<file path="src/rtl/uart_block_assembler.sv">
// -----------------------------------------------------------------------------
// uart_block_assembler
//
// Collects UART bytes into 128-bit ciphertext blocks for the first inverse
// round. Bytes fill an assembly register in arrival order (byte k lands in
// block_data[8k:8k+7]). Completed blocks move to an output register that
// holds them until the consumer accepts them with block_ready.
//
// When the output is still occupied, a finished block waits in the assembly
// register with byte_count=16 (pending). While a block is pending, any new
// byte is dropped and the sticky overflow flag is set. The exception is a
// byte that arrives in the same cycle the pending block moves to the output;
// that byte becomes slot 0 of the next block.
//
// Optional feature (macro ASM_TIMEOUT_EN): an idle counter discards a partial
// block (1..15 bytes) after TIMEOUT_CYCLES cycles without rx_valid. A pending
// block never times out. Without the macro, partial blocks are held
// indefinitely and no idle counter is built.
//
// Ports:
//   clk           single clock, rising edge
//   rst_n         synchronous active-low reset
//   rx_byte       received byte
//   rx_valid      one-cycle strobe qualifying rx_byte
//   block_ready   consumer accepts block_data this cycle
//   overflow_clr  clears the overflow flag (a simultaneous drop wins)
//   block_data    assembled block, byte 0 in bits [0:7]
//   block_valid   block_data holds an unconsumed block
//   byte_count    bytes held in the assembly register (0..16)
//   overflow      sticky flag, set when a byte is dropped
// -----------------------------------------------------------------------------
module uart_block_assembler #(
    parameter int TIMEOUT_CYCLES = 100000
) (
    input  logic         clk,
    input  logic         rst_n,
    input  logic [7:0]   rx_byte,
    input  logic         rx_valid,
    input  logic         block_ready,
    input  logic         overflow_clr,
    output logic [0:127] block_data,
    output logic         block_valid,
    output logic [4:0]   byte_count,
    output logic         overflow
);

    typedef enum logic {
        EMPTY = 1'b0,
        VALID = 1'b1
    } state_t;

    state_t       state_q;
    logic [0:127] asm_q;
    logic [0:127] asm_d;
    logic [0:127] out_q;
    logic [4:0]   cnt_q;
    logic         ovf_q;

    logic handoff;
    logic pending;
    logic drop;
    logic timeout;

    assign handoff = (state_q == VALID) && block_ready;
    assign pending = (cnt_q == 5'd16);
    // A byte is lost only when the assembly register is full and is not
    // being freed this very cycle.
    assign drop    = rx_valid && pending && !handoff;

    // Assembly register with the incoming byte written into its slot.
    always_comb begin
        asm_d = asm_q;
        asm_d[{cnt_q[3:0], 3'b000} +: 8] = rx_byte;
    end

`ifdef ASM_TIMEOUT_EN
    logic [31:0] idle_q;

    // Fires on the cycle that would make the idle run TIMEOUT_CYCLES long.
    assign timeout = !rx_valid && (idle_q == 32'(TIMEOUT_CYCLES - 1));

    always_ff @(posedge clk) begin
        if (!rst_n) begin
            idle_q <= 32'd0;
        end else if (rx_valid) begin
            idle_q <= 32'd0;
        end else if (idle_q < 32'(TIMEOUT_CYCLES)) begin
            idle_q <= idle_q + 32'd1;
        end
    end
`else
    assign timeout = 1'b0;
`endif

    always_ff @(posedge clk) begin
        if (!rst_n) begin
            state_q <= EMPTY;
            asm_q   <= '0;
            out_q   <= '0;
            cnt_q   <= 5'd0;
            ovf_q   <= 1'b0;
        end else begin
            if (pending) begin
                if (handoff) begin
                    // Pending block replaces the one being consumed; output
                    // stays VALID. A byte arriving now starts the next block.
                    out_q <= asm_q;
                    if (rx_valid) begin
                        asm_q[0:7] <= rx_byte;
                        cnt_q      <= 5'd1;
                    end else begin
                        cnt_q <= 5'd0;
                    end
                end
            end else if (rx_valid) begin
                asm_q <= asm_d;
                if (cnt_q == 5'd15) begin
                    if (state_q == EMPTY || handoff) begin
                        out_q   <= asm_d;
                        state_q <= VALID;
                        cnt_q   <= 5'd0;
                    end else begin
                        cnt_q <= 5'd16;
                    end
                end else begin
                    cnt_q <= cnt_q + 5'd1;
                    if (handoff) begin
                        state_q <= EMPTY;
                    end
                end
            end else begin
                if (handoff) begin
                    state_q <= EMPTY;
                end
                if (timeout && cnt_q != 5'd0) begin
                    cnt_q <= 5'd0;
                end
            end

            if (drop) begin
                ovf_q <= 1'b1;
            end else if (overflow_clr) begin
                ovf_q <= 1'b0;
            end
        end
    end

    assign block_data  = out_q;
    assign block_valid = (state_q == VALID);
    assign byte_count  = cnt_q;
    assign overflow    = ovf_q;

endmodule

</file>
<file path="config.mk">
export PLATFORM = sky130hd
export DESIGN_NAME = uart_block_assembler
export DESIGN_NICKNAME = d
export VERILOG_FILES = /design/src/rtl/uart_block_assembler.sv
export SDC_FILE = /design/constraint.sdc
export NUM_CORES = 1
export LEC_CHECK = 0
export BUFFER_PORTS_ARGS = -buffer_cell sky130_fd_sc_hd__buf_4
export CELL_PAD_IN_SITES_DETAIL_PLACEMENT = 2
export CELL_PAD_IN_SITES_GLOBAL_PLACEMENT = 2
export CORE_MARGIN = 5
export CORE_UTILIZATION = 39
export CTS_CLUSTER_DIAMETER = 80
export DETAILED_ROUTE_END_ITERATION = 10
export GPL_ROUTABILITY_DRIVEN = 0
export PLACE_DENSITY = 0.94
export SKIP_LAST_GASP = 1
export SYNTH_ARGS = -nofsm -noshare
export SYNTH_HDL_FRONTEND = slang
export SYNTH_SLANG_ARGS = --single-unit
</file>
<file path="constraint.sdc">
create_clock -name clk -period 3.1 [get_ports clk]
set_input_delay 0.155 -clock clk [delete_from_list [all_inputs] [get_ports clk]]
set_output_delay 0.155 -clock clk [all_outputs]
set_load 0.02 [all_outputs]
</file>
# Word level (Yosys, flattened, before mapping)
# Index checks and enable logic that the tools add are counted.
# op_classes
reduce_logical	14
eq_ne	5
shifts	2
n_addsub	2
muxes	22
n_bitwise	3
# op_table
op	count
$mux 128	6
$shift 129x9->128 const A	1
$shiftx 129x9->128	1
$bwmux 128	1
$mux 5	5
$mux 8	3
$neg 8->9	1
$not 7->8	1
$reduce_bool 2->1	4
$mux 1	7
$reduce_and 2->1	3
$add 5x1->5 const B	1
$eq 5x4->1 const B	1
$eq 5x5->1 const B	1
$ne 2x2->1 const B	2
$reduce_and 4->1	1
$logic_and 1x1->1	3
$ne 3x2->1 const B	1
$reduce_and 3->1	1
$not 1->1	2
$logic_not 1->1	1
$logic_or 1x1->1	1
# word_totals
regBits	263
elab_cells	54
out_inout_bits	135
inputBits	13

# Longest topological paths before layout
# depth
ltp_word	8
depth_mapped	10

# Worst setup path before layout
# No wires, ideal clock.
# synth_timing
path_kind	reg2reg
startpoint	reg cnt_q[0], in the netlist byte_count[0]
endpoint	reg asm_q[8] in the netlist's numbering
stages_incl_launch_ff	9
period_less_slack_ps	2107
path_buffers	2
required_time_ps	2972
arrival_ps	1980
setup_time_ps	128
path_slack_ps	993
cell_sequence	dfxtp_1 -> buf_2 -> inv_1 -> ha_1 -> clkbuf_1 -> a211oi_2 -> nand3_2 -> mux2i_1 -> nor2_1
# synth_between
elab_chain_len	4
elab_cells_between_ends	8
cone_classes	add/sub (1); eq/ne (1); shift (2); mux (1); bitwise (2); reduce/logical (1)
# synth_lines
element	line_no	rtl
start, declared	56	logic [4:0] cnt_q;
start signal, assigned	126	cnt_q <= cnt_q + 5'd1;
$not 7->8 (implied by the code)	73	asm_d[{cnt_q[3:0], 3'b000} +: 8] = rx_byte;
$neg 8->9	73	
$shiftx 129x9->128 / $shift 129x9->128 (equally long branches)	73	
$bwmux 128	73	
end signal, assigned	116	asm_q <= asm_d;
end, declared	53	logic [0:127] asm_q;
# Several ways; a longest one is shown, not always the timed one.
# A chain may end at the register's enable or synchronous reset.

# Worst setup path after layout
# layout_timing
startpoint	reg cnt_q[2], in the netlist byte_count[2]
endpoint	reg out_q, in the netlist block_data[4]
# layout_between
elab_chain_len	8
elab_cells_between_ends	16
cone_classes	add/sub (1); eq/ne (3); shift (2); mux (5); bitwise (1); reduce/logical (4)
# layout_lines
element	line_no	rtl
$not 7->8 (implied by the code)	73	
$neg 8->9	73	
$shiftx 129x9->128 / $shift 129x9->128 (equally long branches)	73	
$bwmux 128	73	
$mux 128	118	if (state_q == EMPTY || handoff) begin
$mux 128	117	if (cnt_q == 5'd15) begin
$mux 128	115	end else if (rx_valid) begin
$mux 128	103	if (pending) begin
end signal, assigned	107	out_q <= asm_q;
end signal, assigned	119	out_q <= asm_d;
end, declared	55	logic [0:127] out_q;
# Several ways; a longest one is shown, not always the timed one. The select of a mux whose other input is x is not followed.

==> out/qor.yml <==
start_util: 0.3955
die_y_um: 180.6
grt_pass1_wl_um: 59450
fin_crit_sh: 0.8160
yosys_warnings: 0
worst_ep_arrival_time_ns: 2.97
synth_edf_count: 0
syn_avg_cell_area_um2: 9.819
rows: 62
slew_headroom: 0.4365
grt_max_degree: 99
placeableCoreArea_um2: 28700
cts_root_buffer: "clkbuf_16"
port_buffers: 147
post-dp-hpwl_um: 24040
fmax_ghz: 0.3953
gr-usage-all-layers: 0.2240
yosysSeqAreaShare: 0.4638
worst-setup-path-type: "register to register"
synth.distinct_cells: 42
setup_viol: 0
rsz0062_at_grt: "no"
cts_tree: "yes"
cts.sink_count: 263
clkTransAtPathRegs_ns: 0.06
ys_async_sr_fraction: 0
antenna_found_initial: 0
synth_top_area_share: 0.4638
synth-seq-cells: 263
syn_nets: 1175
max_slew.worst_pin.slew_ns: 0.8440
ant_nets: 0
worst_hold_slack_ns: 0.08417
power_density_nw_per_um2: 532.6
cts_buffers: 28
finalClockSkew_ns: 0.008172
netlist_area_um2: 11350
hold_class: "input pin to register"
synth_commonest_cells: "dfxtp_1 (263), nor2_1 (205), mux2i_1 (202)"
final.setup.worst_slack_ns: 0.5703
critPathCaptureType: "register"
critPathMaxFanout: 30
synth_area_leaders: "dfxtp_1 (46%), mux2i_1 (18%), a211oi_2 (9.7%)"
power_uw: 7247
grt_pass1_vias: 10180
min_period_ns: 2.530
wire_per_inst_um: 22.96
grt_overflow: 0
routed_wl_um: 37750
viasPerCell: 5.443
antenna_cells: 0
drc: 0
drt_first_pass_iters: 4
yosysMostFrequentCell: "dfxtp_1"
clock_latency_ns: 0.54
drv_cap: 0
die_w_um: 180.6
drt_iter0_drc: 392
io_pins: 148
tns_ns: 0
ys.flop_type: "dfxtp_1"
slew_viol_final: 0
syn2layout_area_growth_pct: 19.87
vias: 8948
startpoint_type: "register"
ir_drop_mv: 0.3148
yosysTopAreaCell: "dfxtp_1"
dieArea_um2: 32620
outcome: "completed"
power_leakage_uw: 0.005535
drive_gt1_frac: 0.2429
cts_buffer_depth: 3
syn_inst: 1156
final_hold_viol_count: 0
cp_data_required_time_ns: 3.55
post-place-ws_ns: 0.6268
htree_levels: 1
nNetsFinal: 1265
## final cells by class
class | instances | area [um^2]
clock inverters | 6 | 130.1
clock buffers | 38 | 809.5
repair buffers | 172 | 1366
multi-input cells | 775 | 5525
inverters | 6 | 30.03
fillers | 3054 | 15100
flip-flops and latches | 263 | 5265
well taps | 384 | 480.5
## report_power, final
group / total (uW) / switching, uW / internal (uW) / leakage, uW
sequential: 3400 / 11.7 / 3390 / 0.00212
clock: 3510 / 1380 / 2130 / 0.000462
combinational: 329 / 240 / 89.4 / 0.00295
## critical path, cell delays in order, from the launching register on
cell,delay (ns)
dfxtp_1,0.86
nand3b_2,0.20
o32ai_4,0.51
buf_4,0.45
nor2_1,0.13
a211oi_2,0.26
## through the flow
| stage | util | cell area, um^2 | instances |
|---|---|---|---|
| after floorplan | - | 11350 | 1156 |
| after global placement | 0.4378 | 12570 | 1590 |
| after detailed placement | 0.4378 | 12570 | 1590 |
| after CTS | 0.4741 | 13610 | 1644 |
| after global routing | 0.4741 | 13610 | 1644 |
| final | 0.4741 | 13610 | 1644 |
## cell usage in the layout (no fill, tap or decap), types with 5 or more instances in the layout
cell type	instances
nor2_1	205
clkbuf_16	29
and3_1	10
a211oi_2	88
nand2_1	77
a211oi_1	11
dfxtp_1	263
and2_1	41
clkbuf_8	5
mux2i_1	202
ha_1	6
nand3_2	7
a22o_1	8
buf_4	158
dlygate4sd3_1	10
o21ai_0	34
a21oi_1	53
## flip-flops by register name, indices dropped and copies added, names as in the netlist
register / count
block_data: 128
block_valid: 1
overflow: 1
byte_count: 5
asm_q: 128
## logic make-up (layout without fill, tap and decap cells)
kind of cell,Yosys count,in the layout,share of synthesized area
fa+ha+maj,6,6,0.006614
xor+xnor,1,1,0.0007717
flops,263,263,0.4638
mux,202,202,0.1781
simple gates,367,367,0.1472
buf+inv,118,222,0.04993
compound gates,199,199,0.1536
## path summary, 6_finish.rpt
check / start / to / slack [ns] / cells past startpoint
worst max-delay path: byte_count[2] / block_data[4] / 0.57 / 5
worst min-delay path: rst_n / block_data[19] / 0.08 / 3
worst max register to register: byte_count[2] / block_data[4] / 0.57 / 5
worst min register to register: asm_q[122] / asm_q[122] / 0.46 / 2
## timing repair
action,4_1_cts,5_1_grt
setup buffers,0,0
hold buffers,10,0
resized for setup,0,0
endpoints found under the hold margin,10,0
## routing by layer
metal  wire length (um)  vias to the layer above  global-route usage
met1              15560                     4521              0.2654
li1                   -                     4144                   -
met3               1385                       84             0.03714
met2              19450                      199              0.4112
met5                  0                        -                   0
met4               1342                        0             0.07320
Note: power is estimated with default switching activity, not from simulation.
